==> src/rtl/dcnn_dram_wpack.sv <==
// Output-stream writer: packs DW-bit words into PACK-word beats, buffers them
// and emits address/length burst requests followed by the beat data.
module dcnn_dram_wpack #(
    parameter int unsigned DW        = 16,
    parameter int unsigned AW        = 32,
    parameter int unsigned PACK      = 4,
    parameter int unsigned BURST_MAX = 16
) (
    input  logic                          clk,
    input  logic                          rst,
    input  logic                          cfg_start,
    input  logic [AW-1:0]                 cfg_base_addr,
    output logic                          busy,
    output logic                          done,
    input  logic                          dram_w_vld,
    output logic                          dram_w_rdy,
    input  logic [DW-1:0]                 dram_w_data,
    input  logic                          dram_w_last,
    output logic                          mem_req_vld,
    input  logic                          mem_req_rdy,
    output logic [AW-1:0]                 mem_req_addr,
    output logic [$clog2(BURST_MAX):0]    mem_req_len,
    output logic                          mem_wd_vld,
    input  logic                          mem_wd_rdy,
    output logic [DW*PACK-1:0]            mem_wd_data,
    output logic [DW*PACK/8-1:0]          mem_wd_strb,
    output logic                          mem_wd_last
);

    localparam int unsigned BW         = DW * PACK;
    localparam int unsigned SW         = BW / 8;
    localparam int unsigned LB         = DW / 8;
    localparam int unsigned LW         = $clog2(BURST_MAX) + 1;
    localparam int unsigned DEPTH      = 2 * BURST_MAX;
    localparam int unsigned PW         = $clog2(DEPTH);
    localparam int unsigned CW         = PW + 1;
    localparam int unsigned IW         = (PACK > 1) ? $clog2(PACK) : 1;
    localparam int unsigned BEAT_BYTES = BW / 8;

    typedef enum logic [2:0] {
        S_IDLE,
        S_COLLECT,
        S_REQ,
        S_DATA,
        S_DONE
    } state_t;

    state_t          state_q, state_d;
    logic [AW-1:0]   addr_q, addr_d;
    logic [LW-1:0]   len_q, len_d;
    logic [LW-1:0]   beat_q, beat_d;
    logic [IW-1:0]   idx_q, idx_d;
    logic [BW-1:0]   pack_q, pack_d;
    logic            last_seen_q, last_seen_d;
    logic [CW-1:0]   cnt_q, cnt_d;
    logic [PW-1:0]   wr_ptr_q, wr_ptr_d;
    logic [PW-1:0]   rd_ptr_q, rd_ptr_d;
    logic [BW-1:0]   fifo_data_q [DEPTH];
    logic [SW-1:0]   fifo_strb_q [DEPTH];

    logic            w_rdy;
    logic            word_acc;
    logic            beat_push;
    logic            beat_pop;
    logic [BW-1:0]   beat_data;
    logic [SW-1:0]   beat_strb;

    always_comb begin
        busy         = (state_q != S_IDLE);
        done         = (state_q == S_DONE);
        mem_req_vld  = (state_q == S_REQ);
        mem_req_addr = addr_q;
        mem_req_len  = len_q;
        mem_wd_vld   = (state_q == S_DATA);
        mem_wd_last  = mem_wd_vld && (beat_q == len_q - LW'(1));
        mem_wd_data  = mem_wd_vld ? fifo_data_q[rd_ptr_q] : '0;
        mem_wd_strb  = mem_wd_vld ? fifo_strb_q[rd_ptr_q] : '0;
        // Built only from registered state so memory-side ready never reaches the word side.
        w_rdy        = (state_q != S_IDLE) && !last_seen_q && (cnt_q < CW'(DEPTH));
        dram_w_rdy   = w_rdy;
        word_acc     = dram_w_vld && w_rdy;
        beat_push    = word_acc && ((idx_q == IW'(PACK - 1)) || dram_w_last);
        beat_pop     = mem_wd_vld && mem_wd_rdy;
    end

    always_comb begin
        state_d     = state_q;
        addr_d      = addr_q;
        len_d       = len_q;
        beat_d      = beat_q;
        idx_d       = idx_q;
        pack_d      = pack_q;
        last_seen_d = last_seen_q;
        cnt_d       = cnt_q;
        wr_ptr_d    = wr_ptr_q;
        rd_ptr_d    = rd_ptr_q;
        beat_data   = pack_q;
        beat_strb   = '0;

        for (int unsigned i = 0; i < PACK; i++) begin
            if (IW'(i) == idx_q) beat_data[i*DW +: DW] = dram_w_data;
            if (IW'(i) <= idx_q) beat_strb[i*LB +: LB] = '1;
        end

        if (word_acc) begin
            if (beat_push) begin
                pack_d = '0;
                idx_d  = '0;
            end else begin
                pack_d = beat_data;
                idx_d  = idx_q + IW'(1);
            end
            if (dram_w_last) last_seen_d = 1'b1;
        end

        if (beat_push) wr_ptr_d = wr_ptr_q + PW'(1);
        if (beat_pop)  rd_ptr_d = rd_ptr_q + PW'(1);
        case ({beat_push, beat_pop})
            2'b10:   cnt_d = cnt_q + CW'(1);
            2'b01:   cnt_d = cnt_q - CW'(1);
            default: ;
        endcase

        case (state_q)
            S_IDLE: begin
                last_seen_d = 1'b0;
                if (cfg_start) begin
                    addr_d  = cfg_base_addr;
                    state_d = S_COLLECT;
                end
            end
            // Decision uses the post-push count so REQ rises the cycle after the completing word.
            S_COLLECT: begin
                if (cnt_d >= CW'(BURST_MAX)) begin
                    len_d   = LW'(BURST_MAX);
                    state_d = S_REQ;
                end else if (last_seen_d && (cnt_d != '0)) begin
                    len_d   = LW'(cnt_d);
                    state_d = S_REQ;
                end
            end
            S_REQ: begin
                if (mem_req_rdy) begin
                    addr_d  = addr_q + AW'(len_q) * AW'(BEAT_BYTES);
                    beat_d  = '0;
                    state_d = S_DATA;
                end
            end
            S_DATA: begin
                if (beat_pop) begin
                    beat_d = beat_q + LW'(1);
                    if (beat_q == len_q - LW'(1)) begin
                        state_d = (last_seen_d && (cnt_d == '0)) ? S_DONE : S_COLLECT;
                    end
                end
            end
            S_DONE: begin
                last_seen_d = 1'b0;
                state_d     = S_IDLE;
            end
            default: state_d = S_IDLE;
        endcase
    end

    always_ff @(posedge clk) begin
        if (rst) begin
            state_q     <= S_IDLE;
            addr_q      <= '0;
            len_q       <= '0;
            beat_q      <= '0;
            idx_q       <= '0;
            pack_q      <= '0;
            last_seen_q <= 1'b0;
            cnt_q       <= '0;
            wr_ptr_q    <= '0;
            rd_ptr_q    <= '0;
        end else begin
            state_q     <= state_d;
            addr_q      <= addr_d;
            len_q       <= len_d;
            beat_q      <= beat_d;
            idx_q       <= idx_d;
            pack_q      <= pack_d;
            last_seen_q <= last_seen_d;
            cnt_q       <= cnt_d;
            wr_ptr_q    <= wr_ptr_d;
            rd_ptr_q    <= rd_ptr_d;
        end
    end

    always_ff @(posedge clk) begin
        if (beat_push) begin
            fifo_data_q[wr_ptr_q] <= beat_data;
            fifo_strb_q[wr_ptr_q] <= beat_strb;
        end
    end

endmodule

==> config.mk <==
export PLATFORM = sky130hd
export DESIGN_NAME = dcnn_dram_wpack
export DESIGN_NICKNAME = d
export VERILOG_FILES = /design/src/rtl/dcnn_dram_wpack.sv
export SDC_FILE = /design/constraint.sdc
export NUM_CORES = 2
export LEC_CHECK = 0
export CAP_MARGIN = 0
export CORE_ASPECT_RATIO = 1.2
export CORE_MARGIN = 1
export CORE_UTILIZATION = 28
export CTS_CLUSTER_DIAMETER = 100
export DETAILED_ROUTE_END_ITERATION = 16
export GPL_TIMING_DRIVEN = 0
export HOLD_SLACK_MARGIN = 0.03
export PLACE_DENSITY = 0.39
export SETUP_SLACK_MARGIN = 0.05
export SYNTH_ARGS = -nofsm -noshare
export SYNTH_HDL_FRONTEND = slang
export SYNTH_SLANG_ARGS = --single-unit
==> constraint.sdc <==
create_clock -name clk -period 7.3 [get_ports clk]
set_input_delay 1.46 -clock clk [delete_from_list [all_inputs] [get_ports clk]]
set_output_delay 1.46 -clock clk [all_outputs]
set_load 0.05 [all_outputs]
==> summary.txt <==
Outcome: finished with violations
Failing checks: max-capacitance violations, max-slew violations
Largest net degree at the start of global routing: 34
Reg clk slew, reported paths: 60 ps
Post-synthesis async set-or-reset flop share: 0
Vias in the first global route: 45100
Core Footprint: 0.313 mm²
Vias per std cell: 4.90
Total grt overflow: 0
IO Port Bufs: 169
Met1 Usage GRT: 0.236
Post-route DRC violation count: 0
Post-synthesis sequential area ratio: 0.759
Yosys warns: 0
CP endpoint kind: output port
GRT met3 Usage: 0.0295
Clock Tree Buf Depth: 4
EDFF count, synth: 2144
GRT Overall Usage: 0.180
Detailed Routing Iterations Pass 1: 5
TritonCTS buffer count: 243
Max_slew headroom: -0.0191
Unique masters post-synth: 77
Main combinational cell family by area after synthesis: multiplexers
Die area: 0.318 mm²
Hold-fix buffers, CTS: 0
Post-Synth XOR/XNOR Area: 0.00208
HP Class: reg -> reg
F_max: 142 MHz
#FFs+latches synth: 2277
Post-route antenna net violation count: 0
Final-report hold violation count: 0
Post-synthesis compound-gate area fraction: 0.0173
Routed WL: 288000 µm
Leakage: 33.6 nW
Multiplexer share of the synthesized area: 0.187
Die Y: 617 µm
Row count: 225
Layout cells sized above 1: 0.280
Final net count: 4646
Post CTS Setup Buffer Count: 0
Clk root buf: clkbuf_16
Total Negative Setup Slacks: 0 ps
Most crowded layer after global routing: met2
Critical path type: reg -> out
Critical path arrival: 5570 ps
Final slew viol count: 8
Routed length per instance: 32.1 µm
Area Overhead vs Synth: 20.4%
Peak supply drop: 188 µV
Worst-Skew Late Latency: 920 ps
DP Wirelength: 191000 µm
Crit path launch type: flop
Worst setup margin: 271 ps
CP required: 5840 ps
Met2 usage: 0.312
Syn_nets: 4080
Fin crit period: 7030 ps
Setup violators final: 0
Ys flop type: edfxtp_1
Skew final: 56.0 ps
Initial antenna violation count: 29
First-pass GRT wire length: 391000 µm
Power Density: 268 mW/mm²
Setup WS pre-CTS: 944 ps
IO Pins: 170
Final GP Congestion: 0.753
Synthesized area: 0.0883 mm²
Iter 0 DRT Violations: 4148
RSZ-0062 raised after global routing: false
Post-Synthesis Cells: 4005
Die X: 515 µm
Avg Inst Size Synth: 22.1 µm²
Via count: 43900
Total of max-cap violations: 1
Worst Tran Pin Value: 1520 ps
Post-synthesis adder-cell area fraction: 0.00292
H-tree depth: 4
Tcrit/Tclk final: 0.963
Clk sink count: 2277
Starting Density: 0.282
Worst Path Max Fanout: 10
TritonCTS clock tree: built
Simple-gate share of the synthesized area: 0.0202
[layout make-up]
| class | count | area (µm²) |
|---|---|---|
| diodes | 4 | 10.0 |
| plain buffers | 231 | 971 |
| clock buffers | 299 | 6430 |
| clock inverters | 133 | 1060 |
| fillers | 29300 | 207000 |
| inverters | 21 | 86.3 |
| multi-input cells | 1476 | 20500 |
| flip-flops and latches | 2277 | 67000 |
| well taps | 4199 | 5250 |
| repair buffers | 321 | 5000 |
[synth_stat cells, drive strengths merged, types with 7 or more instances]
| cell type | instances | area [µm²] |
|---|---|---|
| a211oi | 13 | 103 |
| a21o | 8 | 60.1 |
| a21oi | 81 | 405 |
| a22oi | 7 | 52.6 |
| and2 | 21 | 131 |
| buf | 66 | 289 |
| clkbuf | 165 | 619 |
| dfxtp | 133 | 2660 |
| edfxtp | 2144 | 64400 |
| ha | 19 | 238 |
| inv | 19 | 73.8 |
| mux2 | 66 | 743 |
| mux2i | 69 | 691 |
| mux4 | 670 | 15100 |
| nand2 | 114 | 454 |
| nand3 | 12 | 60.1 |
| nand4 | 8 | 50.1 |
| nor2 | 162 | 608 |
| nor2b | 7 | 43.8 |
| nor3 | 22 | 131 |
| o21ai | 76 | 388 |
| or2 | 8 | 52.6 |
| or3 | 7 | 43.8 |
| xnor2 | 10 | 87.6 |
| xor2 | 11 | 96.3 |
[cell usage in the layout, fill, tap and decap left out, types with 6 or more instances in the layout]
cell type        netlist  routed
a211oi_1              12      12
a21o_1                 8       8
a21oi_1               81      81
a22oi_1                7       7
and2_1                21      21
buf_1                 51      39
buf_12                 0     115
buf_16                 0      36
buf_2                  9      16
bufinv_16              0      15
clkbuf_1             165     188
clkbuf_16              0     247
clkbuf_2               0      25
clkdlybuf4s50_1        0     169
clkinv_1               1      55
clkinv_2               0      45
clkinvlp_4             0       8
dfxtp_1              133     133
edfxtp_1            2144    2144
ha_1                  19      18
inv_1                 18      18
mux2_2                66      66
mux2i_1               69      69
mux4_2               670     670
nand2_1              111     111
nand3_1               12      12
nand4_1                8       8
nor2_1               162     130
nor2_4                 0      32
nor2b_1                7       7
nor3_1                19      19
o21ai_0               72      72
o22ai_1                6       6
o31ai_1                6       6
or2_2                  7       7
or3_1                  7       7
xnor2_1               10      10
xor2_1                11      11
[worst paths after layout]
kind	startpoint	to	slack (ps)	depth (start not counted)
max	flop	mem_wd_data[39]	270	10
min	pack_q[58]	pack_q[58]	450	1
max reg2reg	idx_q[0]	mem_req_len[2]	1680	17
min reg2reg	pack_q[58]	pack_q[58]	450	1
[what timing repair did]
action / CTS / global route
gates cloned: 0 / 0
endpoints found under the setup margin: 13 / 2
gates resized for setup: 7 / 4
[critical path, stage by stage, from the launching register on]
cell and delay, ps:
dfxtp_1 310, clkbuf_1 200, clkbuf_2 410, buf_12 240
buf_2 560, buf_2 550, mux4_2 600, mux4_2 560
mux2i_1 360, nor2_1 80, clkdlybuf4s50_1 740
[state kept, by name, summed over array words and instances, names as in the netlist, 3 cells and up, named ones only]
| name | count |
|---|---|
| fifo_data_q | 2048 |
| fifo_strb_q | 96 |
| beat_q | 5 |
| mem_req_len | 5 |
| wr_ptr_q | 5 |
| cnt_q | 6 |
| mem_req_addr | 32 |
| pack_q | 64 |
| state_q | 3 |
| rd_ptr_q | 5 |
[power breakdown]
| group | internal [mW] | leakage [nW] | total [mW] | switching (mW) |
|---|---|---|---|---|
| Sequential | 14.7 | 22.5 | 14.8 | 0.0768 |
| Clock | 6.73 | 3.67 | 12.0 | 5.25 |
| Combinational | 0.465 | 7.46 | 1.75 | 1.29 |
[logic make-up (layout without fill, tap and decap cells)]
kind of cell,count (synthesis),after routing
buf+inv,252,1005
flops,2277,2277
fa+ha+maj,20,20
mux,805,805
xor+xnor,21,21
other cells,0,4
compound gates,241,241
simple gates,389,389
[through the flow]
step	cells	area, µm²	total power, mW	utilization	hold slack, ps
after CTS	8957	106000	28.9	0.339	458
after floorplan	4005	88300	16.0	-	426
after global routing	8959	106000	29.4	0.339	471
after detailed placement	8525	98800	16.9	0.315	440
after global placement	8373	95300	16.8	0.304	438
final	8961	106000	28.5	0.339	455
[layer usage]
layer	part of all wire	routed length (µm)
met1	0.42	120000
met5	0.000090	26
met3	0.053	15300
met4	0.022	6220
met2	0.51	146000
(Power assumes the default switching activity.)
